[config.mk]
export PLATFORM = sky130hd
export DESIGN_NAME = combo_entry
export DESIGN_NICKNAME = d
export VERILOG_FILES = /design/src/rtl/combo_pkg.sv /design/src/rtl/combo_debounce.sv /design/src/rtl/combo_entry.sv
export SDC_FILE = /design/constraint.sdc
export NUM_CORES = 1
export LEC_CHECK = 0
export CORE_MARGIN = 2
export CORE_UTILIZATION = 50
export DETAILED_ROUTE_END_ITERATION = 16
export GPL_ROUTABILITY_DRIVEN = 0
export PLACE_DENSITY = 0.78
export SLEW_MARGIN = 15
export SYNTH_ARGS = -nofsm -noshare
export SYNTH_HDL_FRONTEND = slang
export SYNTH_HIERARCHICAL = 1
export SYNTH_SLANG_ARGS = --single-unit
[constraint.sdc]
create_clock -name clk -period 1.8 [get_ports clk]
set_clock_uncertainty 0.1 [all_clocks]
set_input_delay 0.36 -clock clk [delete_from_list [all_inputs] [get_ports clk]]
set_output_delay 0.36 -clock clk [all_outputs]
set_load 0.01 [all_outputs]
[src/rtl/combo_pkg.sv]
`default_nettype none
// ============================================================================
// Module   : combo_pkg
// Brief    : Shared types and default timing constants for the combo_entry
//            button-driven passcode entry block.
// Revision : 1.0 - initial release
// ============================================================================
package combo_pkg;

  // Default timing, in clk cycles
  localparam int c_DEBOUNCE_DEFAULT = 16;
  localparam int c_SUBMIT_DEFAULT   = 4;
  localparam int c_HOLDOFF_DEFAULT  = 64;

  // Entry sequencer states
  typedef enum logic [2:0] {
    ST_IDLE         = 3'd0,
    ST_SETUP        = 3'd1,
    ST_STROBE       = 3'd2,
    ST_HOLDOFF      = 3'd3,
    ST_WAIT_RELEASE = 3'd4
  } combo_state_t;

  // Bits needed to hold values 0..max_val; never below 1 so a zero-length
  // phase still yields a legal vector.
  function automatic int cnt_width(input int max_val);
    return (max_val < 1) ? 1 : $clog2(max_val + 1);
  endfunction

endpackage
`default_nettype wire

[src/rtl/combo_debounce.sv]
`default_nettype none
// ============================================================================
// Module   : combo_debounce
// Brief    : Two-flop synchronizer, run-length debouncer and rising-edge
//            detector for a raw mechanical push-button.
// Revision : 1.0 - initial release
// ============================================================================
module combo_debounce
  import combo_pkg::*;
#(
  parameter int DEBOUNCE_CYCLES = c_DEBOUNCE_DEFAULT
) (
  input  logic clk,
  input  logic rst,
  input  logic i_btn,
  output logic o_press,
  output logic o_level
);

  localparam int              c_CW   = cnt_width(DEBOUNCE_CYCLES);
  localparam logic [c_CW-1:0] c_LAST = c_CW'(DEBOUNCE_CYCLES - 1);

  logic            r_sync1;
  logic            r_sync2;
  logic            r_level;
  logic            r_level_d;
  logic [c_CW-1:0] r_cnt;

  // Synchronize the raw pin, then accept a new level only after it has
  // differed from the current one for a full unbroken run of cycles.
  always_ff @(posedge clk) begin
    if (rst) begin
      r_sync1   <= 1'b0;
      r_sync2   <= 1'b0;
      r_level   <= 1'b0;
      r_level_d <= 1'b0;
      r_cnt     <= '0;
    end else begin
      r_sync1   <= i_btn;
      r_sync2   <= r_sync1;
      r_level_d <= r_level;
      if (r_sync2 != r_level) begin
        if (r_cnt == c_LAST) begin
          r_level <= r_sync2;
          r_cnt   <= '0;
        end else begin
          r_cnt <= r_cnt + 1'b1;
        end
      end else begin
        // Any reversion to the accepted level restarts the run
        r_cnt <= '0;
      end
    end
  end

  // One-cycle pulse on the accepted 0->1 transition
  assign o_press = r_level & ~r_level_d;
  assign o_level = r_level;

endmodule
`default_nettype wire

[src/rtl/combo_entry.sv]
`default_nettype none
// ============================================================================
// Module   : combo_entry
// Brief    : Captures the slide-switch code on a debounced button press and
//            presents it to the lock stage with a setup cycle, a fixed-width
//            submit strobe, a holdoff window and a wait-for-release phase.
//            Optional build macro COMBO_ENTRY_NIBBLE_EN enables two-press
//            entry of the code from sw[3:0] (high nibble first).
// Revision : 1.0 - initial release
// ============================================================================
module combo_entry
  import combo_pkg::*;
#(
  parameter int DEBOUNCE_CYCLES = c_DEBOUNCE_DEFAULT,
  parameter int SUBMIT_WIDTH    = c_SUBMIT_DEFAULT,
  parameter int HOLDOFF_CYCLES  = c_HOLDOFF_DEFAULT
) (
  input  logic       clk,
  input  logic       rst,
  input  logic       btn_submit,
  input  logic [7:0] sw,
  output logic [7:0] passcode_attempt,
  output logic       submit,
  output logic       busy,
  output logic       nibble_pending
);

  // One shared phase counter serves both STROBE and HOLDOFF
  localparam int c_CNT_MAX = (SUBMIT_WIDTH > HOLDOFF_CYCLES) ? SUBMIT_WIDTH
                                                             : HOLDOFF_CYCLES;
  localparam int              c_CW        = cnt_width(c_CNT_MAX);
  localparam logic [c_CW-1:0] c_SUB_LAST  = c_CW'(SUBMIT_WIDTH - 1);
  localparam logic [c_CW-1:0] c_HOLD_LAST =
      c_CW'((HOLDOFF_CYCLES > 0) ? (HOLDOFF_CYCLES - 1) : 0);

  logic [7:0]      r_sw_s1;
  logic [7:0]      r_sw_s2;
  logic            w_press;
  logic            w_level;

  combo_state_t    r_state;
  combo_state_t    w_next;
  logic [c_CW-1:0] r_cnt;
  logic [c_CW-1:0] w_cnt_next;
  logic [7:0]      r_code;
  logic [7:0]      w_code_next;
  logic            r_submit;
  logic            r_busy;

`ifdef COMBO_ENTRY_NIBBLE_EN
  logic [3:0]      r_nib_hi;
  logic [3:0]      w_nib_hi_next;
  logic            r_nib_pending;
  logic            w_nib_pending_next;
  logic [3:0]      w_unused_sw_hi;

  // Only the low nibble of the switches is consumed in this mode
  assign w_unused_sw_hi = r_sw_s2[7:4];
`endif

  // Button synchronizer, debouncer and press detector
  combo_debounce #(
    .DEBOUNCE_CYCLES (DEBOUNCE_CYCLES)
  ) u_debounce (
    .clk     (clk),
    .rst     (rst),
    .i_btn   (btn_submit),
    .o_press (w_press),
    .o_level (w_level)
  );

  // Two-flop synchronizer for the slide switches
  always_ff @(posedge clk) begin
    if (rst) begin
      r_sw_s1 <= 8'h00;
      r_sw_s2 <= 8'h00;
    end else begin
      r_sw_s1 <= sw;
      r_sw_s2 <= r_sw_s1;
    end
  end

  // Next-state, phase counter and capture decisions
  always_comb begin
    w_next      = r_state;
    w_cnt_next  = '0;
    w_code_next = r_code;
`ifdef COMBO_ENTRY_NIBBLE_EN
    w_nib_hi_next      = r_nib_hi;
    w_nib_pending_next = r_nib_pending;
`endif
    unique case (r_state)
      ST_IDLE: begin
        if (w_press) begin
`ifdef COMBO_ENTRY_NIBBLE_EN
          if (!r_nib_pending) begin
            // First press only stages the high nibble; no strobe follows
            w_nib_hi_next      = r_sw_s2[3:0];
            w_nib_pending_next = 1'b1;
            w_next             = ST_WAIT_RELEASE;
          end else begin
            w_code_next        = {r_nib_hi, r_sw_s2[3:0]};
            w_nib_pending_next = 1'b0;
            w_next             = ST_SETUP;
          end
`else
          w_code_next = r_sw_s2;
          w_next      = ST_SETUP;
`endif
        end
      end
      ST_SETUP: begin
        // Data already stable on passcode_attempt; strobe rises next cycle
        w_next = ST_STROBE;
      end
      ST_STROBE: begin
        if (r_cnt == c_SUB_LAST) begin
          w_next = (HOLDOFF_CYCLES == 0) ? ST_WAIT_RELEASE : ST_HOLDOFF;
        end else begin
          w_cnt_next = r_cnt + 1'b1;
        end
      end
      ST_HOLDOFF: begin
        if (r_cnt == c_HOLD_LAST) begin
          w_next = ST_WAIT_RELEASE;
        end else begin
          w_cnt_next = r_cnt + 1'b1;
        end
      end
      ST_WAIT_RELEASE: begin
        if (!w_level) begin
          w_next = ST_IDLE;
        end
      end
      default: begin
        w_next = ST_IDLE;
      end
    endcase
  end

  // State, counter and captured code registers
  always_ff @(posedge clk) begin
    if (rst) begin
      r_state <= ST_IDLE;
      r_cnt   <= '0;
      r_code  <= 8'h00;
    end else begin
      r_state <= w_next;
      r_cnt   <= w_cnt_next;
      r_code  <= w_code_next;
    end
  end

  // Outputs registered from the next state so they change cleanly on clk
  always_ff @(posedge clk) begin
    if (rst) begin
      r_submit <= 1'b0;
      r_busy   <= 1'b0;
    end else begin
      r_submit <= (w_next == ST_STROBE);
      r_busy   <= (w_next != ST_IDLE);
    end
  end

`ifdef COMBO_ENTRY_NIBBLE_EN
  // Staged high nibble survives until consumed or reset
  always_ff @(posedge clk) begin
    if (rst) begin
      r_nib_hi      <= 4'h0;
      r_nib_pending <= 1'b0;
    end else begin
      r_nib_hi      <= w_nib_hi_next;
      r_nib_pending <= w_nib_pending_next;
    end
  end

  assign nibble_pending = r_nib_pending;
`else
  assign nibble_pending = 1'b0;
`endif

  assign passcode_attempt = r_code;
  assign submit           = r_submit;
  assign busy             = r_busy;

endmodule
`default_nettype wire
### Word level (Yosys, flattened, before mapping)

Index checks and enable logic that the tools add are counted.

| word-level totals | value |
|---|---|
| register bits after elaboration | 45 |
| bits of input ports | 11 |

| operators by class | value |
|---|---|
| bitwise operators | 3 |
| reduce and logical (&&, ||, !) cells | 5 |
| multiplexer cells | 8 |
| add/sub/neg operators | 2 |
| equality and inequality tests | 9 |

Operator list:

| operator | count |
|---|---|
| 3-bit one-hot mux with 5 select lines | 1 |
| 7-bit 2-to-1 mux | 2 |
| 7-bit one-hot mux with 2 select lines | 1 |
| 3-bit 2-to-1 mux | 4 |
| 3-bit by 2-bit equality test with 1-bit output, second input constant | 3 |
| 7-bit by 1-bit adder with 7-bit output, second input constant | 1 |
| 7-bit by 2-bit equality test with 1-bit output, second input constant | 1 |
| 7-bit by 6-bit equality test with 1-bit output, second input constant | 1 |
| 5-bit by 1-bit adder with 5-bit output, second input constant | 1 |
| 5-bit by 4-bit equality test with 1-bit output, second input constant | 1 |
| 2-bit AND reduction | 2 |
| 3-bit by 1-bit equality test with 1-bit output, second input constant | 1 |
| 3-bit equality test, second input constant | 1 |
| 3-bit zero test | 1 |
| 3-bit nonzero test | 1 |
| 3-bit OR reduction | 1 |
| 1-bit inverter | 2 |
| 1-bit AND | 1 |
| 1-bit != test | 1 |

### Longest topological paths before layout

| logic depth | value |
|---|---|
| depth in word-level cells | 5 |
| gate-level depth with buffers | 6 |
| depth with buffers taken out | 5 |

### Hierarchy

Netlist, hierarchy kept.

Modules (own cells, without submodules):

| module | instances | seq. area each (um2) | area an instance (um2) | cells each |
|---|---|---|---|---|
| combo_entry | 1 | 720.7 | 1,267.5 | 126 |
| combo_debounce | 1 | 180.2 | 319.1 | 30 |

### Worst setup path after synthesis

No wires, ideal clock.

| timing | value |
|---|---|
| path kind | register to register |
| start point | register, netlist name r_cnt[0] |
| end point | register, netlist name r_cnt[4] |
| path buffers | 1 |
| setup time | 0.062 ns |
| arrival time | 1.455 ns |
| cell stages (with the launch flop) | 7 |
| path slack | 0.183 ns |
| cell sequence | dfxtp_1 -> ha_1 -> nand3_2 -> nor3_2 -> or4_4 -> buf_6 -> nor2_2 |

### Worst setup path in the final report

| timing | value |
|---|---|
| start point | register r_code[4] (netlist: passcode_attempt[4]) |
| end point | output passcode_attempt[4] |

RTL lines:

| item | RTL line | text |
|---|---|---|
| from (decl) | combo_entry.sv:45 | `logic [7:0] r_code;` |
| from (signal assigned) | combo_entry.sv:150 | `r_code <= w_code_next;` |
| to (decl) | combo_entry.sv:22 | `output logic [7:0] passcode_attempt,` |

No word-level cell between the ends.

==> impl_metrics.env <==
export IMPL_status="completed"
export IMPL_yosys_cell_types_count=34
export IMPL_path_clk_slew_ns=0.13
export IMPL_ios=22
export IMPL_finalSetupViolCount=0
export IMPL_antenna_found_initial=0
export IMPL_period_needed_ns=1.70
export IMPL_die_w_microns=60.3
export IMPL_cp_arrival_ns=1.24
export IMPL_powerDensity_nw_per_um2=869
export IMPL_wire_per_inst_microns=11.1
export IMPL_synthCells=156
export IMPL_yosysMostFrequentCell="dfxtp_1"
export IMPL_area_delta_synth_final_pct=21.8
export IMPL_synth_commonest_cells="45 x dfxtp_1, 20 x nor2b_1, 17 x nand2_1"
export IMPL_cp_max_fo=2
export IMPL_routed_wl_microns=2520
export IMPL_first_pass_iters=4
export IMPL_leakage_nw=0.668
export IMPL_ant_nets=0
export IMPL_root_buffer="clkbuf_4"
export IMPL_end_kind="output pin"
export IMPL_cp_top_family="buffers and inverters"
export IMPL_avgViaCountPerCell=4.77
export IMPL_post_place_ws_ns=0.0212
export IMPL_vias=1083
export IMPL_slowest_delay_ns=0.54
export IMPL_rsz0062_at_grt="false"
export IMPL_core_sq_um=3030
export IMPL_hold_violations=0
export IMPL_post_dp_cell_area_sq_um=1840
export IMPL_synth_edf_count=0
export IMPL_gr_total_overflow=0
export IMPL_clock_latency_ns=0.34
export IMPL_clockBufferDepth=2
export IMPL_dpl_hpwl_microns=1840
export IMPL_drc=0
export IMPL_min_delay_path_class="flip-flop to flip-flop"
export IMPL_grt_max_degree=21
export IMPL_p_seq_share_pct=60.8
export IMPL_crit_type="flip-flop to output pin"
export IMPL_drive_above_1_share_pct=13.7
export IMPL_fin_ws_ns=0.103
export IMPL_p_clk_share_pct=36.0
export IMPL_startpoint_type="flip-flop"
export IMPL_holdCritStartpoint="r_sw_s2[2]$_SDFF_PP0_"
export IMPL_post_place_cells=219
export IMPL_avgSynthCellArea_sq_um=10.2
export IMPL_setup_tns_ns=0
export IMPL_cts_tree="built"
export IMPL_cts_sinks=45
export IMPL_cts_hold_repair_buffers=0
export IMPL_diodes=0
export IMPL_ys_warn_count=6
export IMPL_row_count=20
export IMPL_fin_area_sq_um=1930
export IMPL_whs_endpoint="passcode_attempt[2]$_SDFFE_PP0P_"
export IMPL_period_share_pct=94.3
export IMPL_crit_buf_inv=1
export IMPL_cap_violations=0
export IMPL_r2r_end="u_debounce/r_cnt[2]$_SDFF_PP0_"
export IMPL_min_path_cells=2
export IMPL_ys_ff_latch=45
export IMPL_synth_nets=170
export IMPL_die_h_microns=60.3
export IMPL_worstPathRequired_ns=1.34
export IMPL_r2r_slack_ns=0.16
export IMPL_grt_pass1_vias=1002
export IMPL_yosys_area_top_type_share_pct=56.8
export IMPL_p_sw_mw=0.334
export IMPL_die_area_sq_um=3640
export IMPL_synth_area_leader_cell="dfxtp_1"
export IMPL_slowest_stage="clkdlybuf4s50_1"
export IMPL_synth_flop_cell="dfxtp_1"
export IMPL_grt_pass1_wl_microns=4060
export IMPL_track_usage_pct=15.1
export IMPL_switching_share_pct=19.9
export IMPL_syn_area_sq_um=1590
export IMPL_crit_chain="clkdlybuf4s50_1"
export IMPL_finalMaxSlewViolations=0
export IMPL_h_tree_depth=2
export IMPL_synth_area_leaders="dfxtp_1 57%, nor2b_1 7.9%, nand2_1 4.0%"
export IMPL_synthArstFlopShare_pct=0
export IMPL_initial_core_util_pct=52.4
export IMPL_ir_drop_mv=0.572
export IMPL_rr_startpoint="u_debounce/r_cnt[0]$_SDFF_PP0_"
export IMPL_first_iter_violations=26
export IMPL_power_internal_mw=1.34
export IMPL_fmax_mhz=589
export IMPL_ys_seq_area_share_pct=56.8
export IMPL_final_cells=227
export IMPL_cts_buffers=5
export IMPL_p_comb_share_pct=3.2
export IMPL_io_buffers=20
export IMPL_final_nets=196
export IMPL_r2r_cells=5
export IMPL_holdWs_ns=0.344
[worst max path at each step]
stage / startpoint / to / slack [ns] / cells past startpoint
after global routing: passcode_attempt[3]$_SDFFE_PP0P_ / passcode_attempt[3] / 0.02 / 1
final: passcode_attempt[4]$_SDFFE_PP0P_ / passcode_attempt[4] / 0.10 / 1
after CTS: r_cnt[0]$_SDFF_PP0_ / r_cnt[6]$_SDFF_PP0_ / 0.08 / 5
after detailed placement: rst / r_cnt[6]$_SDFF_PP0_ / 0.02 / 3
after global placement: rst / r_cnt[5]$_SDFF_PP0_ / 0.08 / 3
after floorplan: r_cnt[0]$_SDFF_PP0_ / r_cnt[4]$_SDFF_PP0_ / 0.18 / 6
[final cells by class]
cell class / instances / area, sq um
inverters: 4 / 15.0
multi-input cells: 102 / 651
well taps: 44 / 55.1
flip-flops and latches: 45 / 901
clock buffers: 6 / 41.3
repair buffers: 24 / 230
fillers: 246 / 1100
clock inverters: 2 / 38.8
[cells in the final DEF, fill, tap and decap left out, types with 2 or more instances in the layout]
master           instances
nor2_2                   5
buf_4                    4
clkdlybuf4s50_1         20
and3_1                   3
xor2_1                   3
dfxtp_1                 45
nand2_1                 17
clkbuf_4                 5
inv_1                    4
nor4_1                   2
xnor2_1                  5
nor2b_1                 20
nor2_1                   9
ha_1                     2
nand3b_1                 2
a21oi_1                 11
nand3_1                  5
[through the flow]
step           util [%]  power (mW)
2_1_floorplan         -        1.07
3_3_place_gp       60.8        1.09
3_5_place_dp       60.8        1.10
4_1_cts            63.5        1.70
5_1_grt            63.8        1.74
6_report           63.8        1.68
[registers in the layout, indices dropped and copies added, names as in the netlist]
register              cells
busy                      1
passcode_attempt          8
r_cnt                     7
r_state                   3
r_sw_s1                   8
r_sw_s2                   8
submit                    1
u_debounce/o_level        1
u_debounce/r_cnt          5
u_debounce/r_level_d      1
u_debounce/r_sync1        1
u_debounce/r_sync2        1
[routing by layer]
layer | vias to the layer above | part of all wire (%) | GRT usage (%)
li1 | 562 | - | -
met1 | 503 | 46 | 17.2
met2 | 16 | 51 | 27.2
met3 | 2 | 2.7 | 3.84
met4 | 0 | 0.83 | 5.71
met5 | - | 0 | 0
[power groups by stage]
stage / clock [mW] / sequential (mW) / combinational, mW
global placement: 0 / 1.04 / 0.0524
CTS: 0.623 / 1.02 / 0.0547
floorplan: 0 / 1.04 / 0.0269
global route: 0.663 / 1.02 / 0.0592
finish: 0.605 / 1.02 / 0.0537
detailed placement: 0 / 1.04 / 0.0545
[logic make-up (layout without fill, tap and decap cells)]
kind of cell             Yosys count  count (layout)  share of synthesized area (%)
AND/OR/NAND/NOR                   73              73                           26.6
flip-flops                        45              45                           56.8
AO/OA/AOI/OAI                     16              16                           6.15
buffers and inverters              9              36                           2.84
XOR/XNOR                           8               8                           4.42
adder cells (fa/ha/maj)            3               3                           2.37
other                              1               1                          0.236
multiplexers                       1               1                          0.631
[repair_timing]
action,CTS,global route
buffers inserted,0,0
endpoints found under the setup margin,0,2
resized for setup,0,2
No activity file was read; power rests on OpenSTA's default activity.
